**src/rtl/dff_pipe_sync_reset.sv**
```systemverilog
// WIDTH-bit, DEPTH-stage retiming pipeline with valid/ready flow control,
// bubble collapsing, synchronous flush and a registered occupancy count.
module dff_pipe_sync_reset #(
  parameter int               WIDTH       = 8,
  parameter int               DEPTH       = 3,
  parameter logic [WIDTH-1:0] RESET_VALUE = {WIDTH{1'b0}}
) (
  input  logic                       clk,
  input  logic                       reset,
  input  logic                       flush,
  input  logic [WIDTH-1:0]           in_data,
  input  logic                       in_valid,
  output logic                       in_ready,
  output logic [WIDTH-1:0]           out_data,
  output logic                       out_valid,
  input  logic                       out_ready,
  output logic [$clog2(DEPTH+1)-1:0] count
);

  localparam int CW = $clog2(DEPTH+1);

  logic [WIDTH-1:0] stage_data [DEPTH];
  logic [DEPTH-1:0] stage_vld;
  logic [DEPTH-1:0] can;
  logic             in_fire;
  logic             out_fire;

  // A stage may load when it is empty or its downstream neighbour can load;
  // a running carry avoids a self-referencing vector in the chain.
  always_comb begin
    logic c;
    can = '0;
    c   = !stage_vld[DEPTH-1] || out_ready;
    can[DEPTH-1] = c;
    for (int i = DEPTH - 2; i >= 0; i--) begin
      c      = !stage_vld[i] || c;
      can[i] = c;
    end
  end

  assign in_ready  = can[0] && !flush && !reset;
  assign in_fire   = in_valid && in_ready;
  assign out_fire  = out_valid && out_ready;
  assign out_data  = stage_data[DEPTH-1];
  assign out_valid = stage_vld[DEPTH-1];

  // Stage registers: bubbles advance the valid bit but never overwrite data.
  always_ff @(posedge clk) begin
    if (reset || flush) begin
      stage_vld <= '0;
      for (int i = 0; i < DEPTH; i++) stage_data[i] <= RESET_VALUE;
    end else begin
      for (int i = 0; i < DEPTH; i++) begin
        if (can[i]) begin
          if (i == 0) begin
            stage_vld[i] <= in_fire;
            if (in_fire) stage_data[i] <= in_data;
          end else begin
            stage_vld[i] <= stage_vld[i-1];
            if (stage_vld[i-1]) stage_data[i] <= stage_data[i-1];
          end
        end
      end
    end
  end

  // Occupancy: out_fire during flush/reset is discarded along with the item.
  always_ff @(posedge clk) begin
    if (reset || flush) begin
      count <= '0;
    end else begin
      count <= count + CW'(in_fire) - CW'(out_fire);
    end
  end

endmodule

```
**config.mk**
```make
export PLATFORM = sky130hd
export DESIGN_NAME = dff_pipe_sync_reset
export DESIGN_NICKNAME = d
export VERILOG_FILES = /design/src/rtl/dff_pipe_sync_reset.sv
export SDC_FILE = /design/constraint.sdc
export NUM_CORES = 1
export LEC_CHECK = 0
export BUFFER_PORTS_ARGS = -buffer_cell sky130_fd_sc_hd__buf_2
export CAP_MARGIN = 20
export CORE_MARGIN = 2
export CORE_UTILIZATION = 49
export DETAILED_ROUTE_END_ITERATION = 10
export PLACE_DENSITY_LB_ADDON = 0.15
export SETUP_SLACK_MARGIN = 0.1
export SYNTH_ARGS = -nofsm -noshare
export SYNTH_HDL_FRONTEND = slang
export SYNTH_SLANG_ARGS = --single-unit
export TNS_END_PERCENT = 50
```
**constraint.sdc**
```tcl
create_clock -name clk -period 1.7 [get_ports clk]
set_clock_uncertainty 0.05 [all_clocks]
set_input_delay 0.085 -clock clk [delete_from_list [all_inputs] [get_ports clk]]
set_output_delay 0.085 -clock clk [all_outputs]
set_load 0.01 [all_outputs]
```
==> results.toml <==
[timing]
min_period_ns = 1.63
tightest_slew_ns = 0.332
finalMaxSlewViolations = 0
whs_ns = 0.00745
setup_viol = 0
relSlewSlack_pct = 77.8
fmax_mhz = 614
tns_ns = 0
hold_viol = 0
rsz0062_at_grt = "yes"
layout_setup_ws_ns = 0.0703
min_period_over_period_pct = 95.9

[clock_tree]
cts_tree = "done"
clock_sinks = 29
clkTransAtPathRegs_ns = 0.08
clkLatencyLatePin_ns = 0.30
max-clock-path-buffers = 2
htreeDepth = 2
cts_inserted_buffers = 5
clockRootBuffer = "clkbuf_4"

[drt]
drc = 0
drt_wl_total_um = 1870
antenna_left = 0
via_count = 764
routed_via_density = 5.03
wl_per_cell_um = 12.3
drt_iter0_drc = 2
firstDrtPassIters = 4

[place]
post-place-ws_ns = 0.0627
hpwl_um = 1270
placedCellCount = 138
io_buffers = 24
gp_congestion = 0.803

[logic_synthesis]
synth_cells = 90
synthAdderAreaFrac_pct = 1.80
synth_most_common_cell = "edfxtp_1"
synth_xor_xnor_area_share_pct = 1.26
synth_common_cells = "edfxtp_1, a21boi_2, buf_4, a21boi_0, dfxtp_1"
async_flop_share_pct = 0
synth_flop_cell = "edfxtp_1"
synth_edf_count = 24
synth_compound_area_share_pct = 21.0
seq_area_frac_synth_pct = 58.9
yosysUniqueCellTypes = 24
synth-simple-area-share_pct = 7.37
synth.area.top_cells = "edfxtp_1, a21boi_2, dfxtp_1"
ys_ff_latch = 29
synth.cell_area_um2 = 1390
synthMuxAreaShare_pct = 0
synth_area_leader_cell = "edfxtp_1"
syn_avg_cell_area_um2 = 15.5
yosys_warnings = 0
synthesis.nets = 105
synth_top_family_by_area = "compound AO/OA/AOI/OAI gates"
yosysTopAreaCellShare_pct = 51.8

[setup_path]
worstPathMaxFanout = 2
worstPathArrival_ns = 1.81
crit_path_end_kind = "flip-flop"
crit_type = "reg -> reg"
required_ns = 1.88
cp-start-kind = "flip-flop"

[global_routing]
antenna_found_initial = 0
grtUsageTotal_pct = 13.4
grt_pass1_wl_um = 3240
grt_max_degree = 25
grt_pass1_vias = 730
overflow = 0

[floorplan]
start_util_pct = 50.9
core_um2 = 2730
fp.dieArea_um2 = 3280
fp.dieW_um = 57.3
die_h_um = 57.3
io_pins = 25
std_cell_rows = 19

[finish]
fin_nets = 135
seq_area_um2 = 825
diodes = 0
final_util_pct = 59.3
drive_gt1_share_pct = 58.7
stdcell_count = 152
multi_input_area_um2 = 475
fill_cells = 201
syn2layout_area_growth_pct = 16.4

[worst_hold_path]
hold_class = "in -> reg"

[power]
irDropWorstVdd_mv = 0.650
power_density_nw_per_um2 = 808
leakage_nw = 0.637

[status]
status = "finished, final reports clean"

[job]
cap_violations = 0
[area by class of cell]
class                           count  share of cell area, %
Clock buffer                        7                   2.78
Inverter                            3                  0.694
Timing Repair Buffer               35                   13.7
Tap cell                           31                   2.39
Multi-Input combinational cell     46                   29.3
Clock inverter                      1                  0.231
Sequential cell                    29                   50.8
[routing by layer]
layer | share of wire, % | track usage [%] | vias up
li1 | - | - | 383
met1 | 44 | 16.4 | 354
met2 | 49 | 20.7 | 23
met3 | 4.4 | 3.40 | 4
met4 | 2.2 | 9.63 | 0
met5 | 0 | 0 | -
[logic make-up after synthesis]
group           Yosys count
fa+ha+maj                 2
buf+inv                  15
compound gates           29
xor+xnor                  2
simple gates             13
flops                    29
[final timing paths]
kind | startpoint | to | slack (ns) | cells past startpoint
setup reg to reg | stage_vld[0] | count[1] | 0.07 | 8
hold reg to reg | stage_data[0][5] | stage_data[0][13] | 0.50 | 1
hold / removal | in_valid | stage_vld[0] | 0.007 | 3
setup / recovery | stage_vld[0] | count[1] | 0.07 | 8
[critical path, cell delays in order, from the launching register on]
cell and delay, ns:
dfxtp_2 0.33, nand4b_1 0.16, nand3_4 0.11, ha_4 0.28
inv_2 0.04, ha_4 0.15, xor2_2 0.14, xnor2_1 0.12
nor3_1 0.17
[flip-flops by register name, indices dropped and copies added (netlist names)]
signal,count
stage_data,24
stage_vld,3
count,2
[what timing repair did]
action                                 CTS  global route
setup endpoints to repair                1             2
gates resized for setup                  3             2
setup buffers                            3             0
endpoints found under the hold margin    2             0
hold buffers                             3             0
pin swaps                                5             1
[through the flow]
| step | area (um2) | power [mW] |
|---|---|---|
| 3_5_place_dp | 1500 | 0.947 |
| 6_report | 1620 | 1.31 |
| 2_1_floorplan | 1410 | 0.922 |
| 3_3_place_gp | 1500 | 0.943 |
| 5_1_grt | 1620 | 1.37 |
| 4_1_cts | 1610 | 1.32 |
[report_power, final]
group | total (mW) | internal (mW) | switching [mW]
Sequential | 0.817 | 0.809 | 0.00828
Clock | 0.375 | 0.159 | 0.217
Combinational | 0.118 | 0.0583 | 0.0596
[cell usage in the layout (no fill, tap or decap)]
cell type	n
buf_2	24
edfxtp_1	24
a21boi_2	20
buf_4	7
a21boi_0	5
clkbuf_4	5
nand2_1	3
dlygate4sd3_1	3
dfxtp_2	3
inv_1	2
and2_2	2
nor3_1	2
ha_4	2
clkbuf_1	2
dfxtp_1	2
and2_4	1
inv_2	1
nand4b_1	1
nor2_8	1
nand3_4	1
nand3b_1	1
nor2b_2	1
o21ai_0	1
o211ai_2	1
a21oi_1	1
o21a_1	1
xor2_2	1
xnor2_1	1
clkinv_1	1
buf_12	1
No activity file was read; power rests on OpenSTA's default activity.
